$ cat config.mk
export PLATFORM = sky130hd
export DESIGN_NAME = sprite_plot_scheduler
export DESIGN_NICKNAME = d
export VERILOG_FILES = /design/src/rtl/sprite_plot_scheduler.sv
export SDC_FILE = /design/constraint.sdc
export NUM_CORES = 1
export LEC_CHECK = 0
export BUFFER_PORTS_ARGS = -buffer_cell sky130_fd_sc_hd__buf_2
export CAP_MARGIN = 20
export CORE_MARGIN = 1.5
export CORE_UTILIZATION = 45
export DETAILED_ROUTE_END_ITERATION = 10
export PLACE_DENSITY = 0.95
export SYNTH_ARGS = -nofsm -noshare
export SYNTH_HDL_FRONTEND = slang
export SYNTH_SLANG_ARGS = --single-unit
$ cat constraint.sdc
create_clock -name clk -period 3.04 [get_ports clk]
set_input_delay 0.304 -clock clk [delete_from_list [all_inputs] [get_ports clk]]
set_output_delay 0.304 -clock clk [all_outputs]
set_load 0.005 [all_outputs]
$ cat src/rtl/sprite_plot_scheduler.sv
// N-channel sprite draw/erase arbiter with registered VGA plot mux.
// Optional watchdog: define SPRITE_SCHED_TIMEOUT_EN.
module sprite_plot_scheduler #(
   parameter int NUM_CH  = 5,
   parameter int X_W     = 9,
   parameter int Y_W     = 8,
   parameter int COL_W   = 3,
   parameter int RR_MODE = 0,
   parameter int TIMEOUT = 4096
) (
   input  logic                      clk,
   input  logic                      reset,
   input  logic [NUM_CH-1:0]         req,
   input  logic [NUM_CH-1:0]         fin,
   input  logic [NUM_CH*X_W-1:0]     ch_x,
   input  logic [NUM_CH*Y_W-1:0]     ch_y,
   input  logic [NUM_CH*COL_W-1:0]   ch_colour,
   output logic [NUM_CH-1:0]         grant,
   output logic [X_W-1:0]            x,
   output logic [Y_W-1:0]            y,
   output logic [COL_W-1:0]          colour,
   output logic                      plot,
   output logic                      busy,
   output logic [$clog2(NUM_CH)-1:0] cur_ch,
   output logic                      timeout_err
);

   localparam int CH_W = $clog2(NUM_CH);

   typedef enum logic {
      IDLE,
      SERVE
   } state_t;

   state_t              state_q;
   logic [NUM_CH-1:0]   pending_q, pending_d;
   logic [NUM_CH-1:0]   grant_q;
   logic [CH_W-1:0]     cur_q, last_q;
   logic [X_W-1:0]      x_q;
   logic [Y_W-1:0]      y_q;
   logic [COL_W-1:0]    col_q;
   logic                plot_q, busy_q;

   logic                fin_sel, to_hit, done;
   logic [X_W-1:0]      sel_x;
   logic [Y_W-1:0]      sel_y;
   logic [COL_W-1:0]    sel_c;
   logic [CH_W-1:0]     win;
   logic [NUM_CH-1:0]   win_oh;
   logic                found;
   int                  start;

   always_comb begin
      fin_sel = 1'b0;
      sel_x   = '0;
      sel_y   = '0;
      sel_c   = '0;
      for (int i = 0; i < NUM_CH; i++) begin
         if (cur_q == CH_W'(i)) begin
            fin_sel = fin[i];
            sel_x   = ch_x[i*X_W +: X_W];
            sel_y   = ch_y[i*Y_W +: Y_W];
            sel_c   = ch_colour[i*COL_W +: COL_W];
         end
      end
   end

   // Two-pass search: indices at/after the start point first, then wrap.
   always_comb begin
      start  = 0;
      found  = 1'b0;
      win    = '0;
      win_oh = '0;
      if (RR_MODE != 0) begin
         start = int'(last_q) + 1;
         if (start >= NUM_CH) start = 0;
      end
      for (int i = 0; i < NUM_CH; i++) begin
         if (!found && pending_q[i] && i >= start) begin
            found = 1'b1;
            win   = CH_W'(i);
         end
      end
      for (int i = 0; i < NUM_CH; i++) begin
         if (!found && pending_q[i]) begin
            found = 1'b1;
            win   = CH_W'(i);
         end
      end
      for (int i = 0; i < NUM_CH; i++) begin
         win_oh[i] = (win == CH_W'(i));
      end
   end

   assign done = (state_q == SERVE) && (fin_sel || to_hit);

   // New requests win over the completion clear.
   always_comb begin
      pending_d = pending_q;
      if (done) pending_d = pending_d & ~grant_q;
      pending_d = pending_d | req;
   end

   always_ff @(posedge clk or negedge reset) begin
      if (!reset) begin
         state_q   <= IDLE;
         pending_q <= '0;
         grant_q   <= '0;
         cur_q     <= '0;
         last_q    <= CH_W'(NUM_CH - 1);
         x_q       <= '0;
         y_q       <= '0;
         col_q     <= '0;
         plot_q    <= 1'b0;
         busy_q    <= 1'b0;
      end else begin
         pending_q <= pending_d;
         plot_q    <= (state_q == SERVE);
         if (state_q == SERVE) begin
            x_q   <= sel_x;
            y_q   <= sel_y;
            col_q <= sel_c;
         end
         unique case (state_q)
            IDLE: begin
               if (|pending_q) begin
                  state_q <= SERVE;
                  cur_q   <= win;
                  grant_q <= win_oh;
                  busy_q  <= 1'b1;
               end
            end
            SERVE: begin
               if (done) begin
                  state_q <= IDLE;
                  grant_q <= '0;
                  busy_q  <= 1'b0;
                  last_q  <= cur_q;
               end
            end
         endcase
      end
   end

`ifdef SPRITE_SCHED_TIMEOUT_EN
   localparam int TO_W = $clog2(TIMEOUT) + 1;

   logic [TO_W-1:0] to_cnt_q;
   logic            to_err_q;

   assign to_hit = (state_q == SERVE) && !fin_sel &&
                   (to_cnt_q == TO_W'(TIMEOUT - 1));

   always_ff @(posedge clk or negedge reset) begin
      if (!reset) begin
         to_cnt_q <= '0;
         to_err_q <= 1'b0;
      end else begin
         to_cnt_q <= (state_q == SERVE) ? to_cnt_q + TO_W'(1) : '0;
         if (to_hit) to_err_q <= 1'b1;
      end
   end

   assign timeout_err = to_err_q;
`else
   logic unused_to;

   assign unused_to   = (TIMEOUT != 0);
   assign to_hit      = 1'b0;
   assign timeout_err = 1'b0;
`endif

   assign grant  = grant_q;
   assign x      = x_q;
   assign y      = y_q;
   assign colour = col_q;
   assign plot   = plot_q;
   assign busy   = busy_q;
   assign cur_ch = cur_q;

endmodule

**Yosys cells after proc, flatten, opt, wreduce, memory -nomap -nowiden**

Cells that the tools add are included.

- $add $sub $neg: 0
- $mul: 0
- Divide/modulo/power cells: 0
- Magnitude comparators: 0
- Equality and inequality tests: 10
- Shifts and indexed selects: 0
- Mux-type cells: 48
- Bitwise operators: 4
- Reductions and logical operators: 24

Operators by type and width:

| operator | number |
|---|---|
| 9-bit 2-to-1 mux | 5 |
| 8-bit 2-to-1 mux | 5 |
| 3-bit 2-to-1 mux | 13 |
| 1-bit 2-to-1 mux | 19 |
| 5-bit 2-to-1 mux | 3 |
| 3-bit by 2-bit == test with 1-bit output, second input constant | 4 |
| 1-bit logical AND | 10 |
| 5-bit case mux with 2 select lines | 1 |
| 1-bit logical NOT | 9 |
| 3-bit by 1-bit == test with 1-bit output, second input constant | 2 |
| 3-bit == test, second input constant | 2 |
| 3-bit logical NOT | 2 |
| 5-bit AND | 1 |
| 5-bit inverter | 1 |
| 5-bit OR | 1 |
| 5-bit OR reduction | 1 |
| 1-bit case mux with 2 select lines | 2 |
| 2-bit AND reduction | 2 |
| 2-bit by 1-bit != test with 1-bit output, second input constant | 1 |
| 2-bit != test, second input constant | 1 |
| 1-bit inverter | 1 |

- Register bits: 36
- Bits in latches: 0
- RAM bits: 0
- Memory bits (read-only): 0
- Bits of input ports: 112
- Output and inout port bits: 31
- Logic and storage cells: 95
- Memories kept: 0

**Longest topological paths before layout**

- Depth after elaboration: 31
- Depth in mapped cells: 7

**Least setup slack after synthesis**

Ideal clock, no wire load.

- Path kind: reg2reg
- From: register cur_q[0] (netlist: cur_ch[0])
- To: register col_q[0] (netlist: colour[0])
- Library setup time: 0.137 ns
- Arrival: 1.513 ns
- Data required time: 2.903 ns
- Path slack: 1.391 ns
- Stages on the path, launching flop included: 6
- Period minus slack after synthesis: 1.649 ns
- Cells stage by stage: dfrtp_1 -> buf_2 -> buf_2 -> mux4_2 -> a22oi_1 -> a21oi_1

- Word-level cells in the longest chain between the ends: 6

RTL lines:

| element | RTL line | RTL |
|---|---|---|
| from (decl) | 38 | `logic [CH_W-1:0] cur_q, last_q;` |
| from (signal assigned) | 128 | `cur_q <= win;` |
| 3-bit logical NOT | 59 | `if (cur_q == CH_W'(i)) begin` |
| 3-bit 2-to-1 mux (4 in series) | 59 |  |
| 3-bit 2-to-1 mux (*) | 59 |  |
| to (signal assigned) | 122 | `col_q <= sel_c;` |
| to (decl) | 41 | `logic [COL_W-1:0] col_q;` |

Every way passes the cells marked *; elsewhere a longest branch is shown, timed or not.
A chain may end at the register's enable or synchronous reset.

**Worst setup path in the final report**

- From: register cur_q[2] (netlist: cur_ch[2])
- To: register y_q[4] (netlist: y[4])

- Word-level cells in the longest chain between the ends: 6

RTL lines:

| element | RTL line | RTL |
|---|---|---|
| 3-bit logical NOT | 59 |  |
| 8-bit 2-to-1 mux (4 in series) | 59 |  |
| 8-bit 2-to-1 mux (*) | 59 |  |
| to (signal assigned) | 121 | `y_q <= sel_y;` |
| to (decl) | 40 | `logic [Y_W-1:0] y_q;` |

Marks and branches as above.

==> impl_results.md <==
- DP HPWL: 4.96 mm
- Register area share after synthesis: about 42%
- Startpoint Class: flop
- Post-CTS setup buffer count: 0
- Number of enable flip-flop cells after synthesis: 0
- Num Clock Sinks: 36
- Pwr per Cell Area: 735 nW/um^2
- Fin. Hold Viols: 0
- Syn_nets: 330
- Worst setup EP type: flop
- Synth area leaders: dfrtp_1 (42%), mux4_2 (14%), nor2_1 (5.3%)
- Global route overflow: 0
- Initial DRC count: approximately 140
- CP required: approximately 3200 ps
- Setup TNS: 0 ps
- Post-route cell area: 2930 sq um
- Crit path to: y[4]
- Worst Setup SP: cur_ch[2]
- Mapped cell area: 2140 sq um
- P_sw: about 790 uW
- Die Height: around 72 microns
- Nets: approximately 460
- Ys flop type: dfrtp_1
- Leakage power: 0.00146 uW
- DRC viols: 0
- # rows: 24
- Setup Viol. Count Final: 0
- FF+latch count, synth: 36
- DP Area: ~2800 sq um
- Part of the power in combinational logic: a little over two fifths
- RR Startpoint: cur_ch[2]
- Share of power burned in registers: a little over two fifths
- Min-delay worst type: input pin to asynchronous set/reset pin
- Root Driver: clkbuf_8
- Unique masters post-synth: 30
- Clock share of power: roughly 16%
- H-tree levels: 2
- Post-synthesis cell count: 218
- Final WL: about 6.5 mm
- Slew HR: between 40% and 50%
- Syn Area/Cell: just under 10 sq um
- Synth Warn #: 0
- Routed len/inst: ~16 microns
- Max IR drop VDD: roughly 440 uV
- Antenna viol nets, final: 0
- Commonest cells after routing, fill and taps aside: buf_2 (141), dfrtp_1 (35), nor2_1 (30)
- Worst-skew pair later-pin latency: about 280 ps
- Gr usage total: between 20% and 30%
- CP Class: flop to flop
- Synth-to-layout area growth: 37.0%
- Reg2Reg Setup Slack: ~940 ps
- Die footprint: just over 5000 sq um
- Internal cell power: between 1000 and 1500 uW
- Post-CTS Hold Buffers: 0
- Largest net degree at the start of global routing: 37
- Layout cell share with drive strength beyond 1: a little under half
- Fin Clk Skew: around 6.4 ps
- Initial Utilization: 47.8%
- Initial antenna violation count: 2
- Clock-pin transition on the worst setup and hold timing paths: 70 ps
- Die Wd: a little over 70 microns
- Clk buf depth: 2
- Final Max Tran Viols: 0
- Worst-Margin Slew: 857 ps
- Fmax: 476 MHz
- Total Power: roughly 2200 uW
- Vias in the first global route: between 2000 and 2500
- CP max FO: 15
- FFs w/ async S/R, synth: between 90% and 100%
- Leading area contributor after synthesis: dfrtp_1
- Vias per inst: between 5 and 6
- Max cap viols: 0
- Post-CTS sizing: 0
- Post-synth top area share: 42.1%
- Final worst-path cycle share: roughly 69%
- Fin crit period: ~2100 ps
- Commonest non-fill, non-tap cell in the layout: buf_2
- Core Region: roughly 4500 sq um
- I/O Buffers: between 100 and 150
- Gpl congestion: roughly 0.84
- TritonCTS clock tree: yes
- Post-Route Utilization: around two thirds
- Status: complete, no violations
- RSZ-0062 raised after global routing: false
- R2R depth: 5
- R2R Path End: y[4]
- DRT Pass-1 Iters: 4
- Sw Ratio: 36.7%
- Num ports: approximately 140
- First-pass GRT wire length: around 10 mm
- Via count: 2271
- CP arrival: 2300 ps
- CTS Buf Count: 5
[area by class of cell]
class                   count  area [sq um]
diodes                      1          2.50
clock buffers               8          90.1
fillers                   392          1540
inverters                  16          60.1
multi-input cells         146          1080
flip-flops and latches     36           902
well taps                  52          65.1
repair buffers            144           728
[power groups by stage]
stage | clock network, uW | logic (uW) | registers, uW
global route | 375 | 1000 | 939
global placement | 0 | 872 | 899
floorplan | 0 | 694 | 777
CTS | 353 | 921 | 902
finish | 341 | 911 | 903
detailed placement | 0 | 921 | 909
[routing by layer]
metal / GRT usage [%] / vias to the layer above / routed length, microns
met1: 29.8 / 1086 / 2450
met5: 0 / - / 7
li1: - / 1058 / -
met2: 44.0 / 111 / 3440
met3: 7.22 / 14 / 543
met4: 8.60 / 2 / 93
[how the worst min path moves through the flow]
| stage | endpoint | slack (ps) | cells past startpoint |
|---|---|---|---|
| after floorplan | busy | 8 | 0 |
| after global routing | x[1] | 170 | 1 |
| after global placement | x[4] | 440 | 1 |
| after detailed placement | x[1] | 430 | 1 |
| final | x[1] | 120 | 1 |
| after CTS | x[1] | 130 | 1 |
[metrics by stage]
| step | setup WS (ps) | std cells | hold WS [ps] |
|---|---|---|---|
| 5_1_grt | 750 | 403 | 170 |
| 2_1_floorplan | 1390 | 218 | 8.41 |
| 4_1_cts | 938 | 402 | 130 |
| 3_3_place_gp | 960 | 394 | 437 |
| 6_report | 940 | 403 | 116 |
| 3_5_place_dp | 950 | 394 | 433 |
[cell usage after synthesis, types with 7 or more instances]
master     instances
mux2i_1            8
dfrtp_1           36
nor2_1            30
buf_2              7
a2bb2oi_1          7
a21oi_1           14
o22ai_1            9
nand2_1           10
mux4_2            13
clkbuf_1          11
a22oi_1           13
o22a_1             7
inv_1             15
o21ai_0           14
[worst max-delay path, cell delays in order, from the launching register on]
cell and delay [ps]:
dfrtp_1 610, inv_2 240, nor3_1 600, buf_4 280, a22oi_1 100, a21oi_1 190
[state kept, by name (all words and copies together) (netlist names), 3 cells and up]
name	flops
x	9
y	8
grant	5
pending_q	5
colour	3
cur_ch	3
[cells by family (layout without fill, tap and decap cells)]
family	count (synthesis)	count (layout)	share of synthesized area (%)
buffers and inverters	36	168	7.26
other	1	2	0.175
AOI/OAI and AO/OA	74	74	23.1
and+or+nand+nor	50	50	9.95
DFF	36	36	42.1
muxes	21	21	17.4
Power figures use the tool's default switching activity.
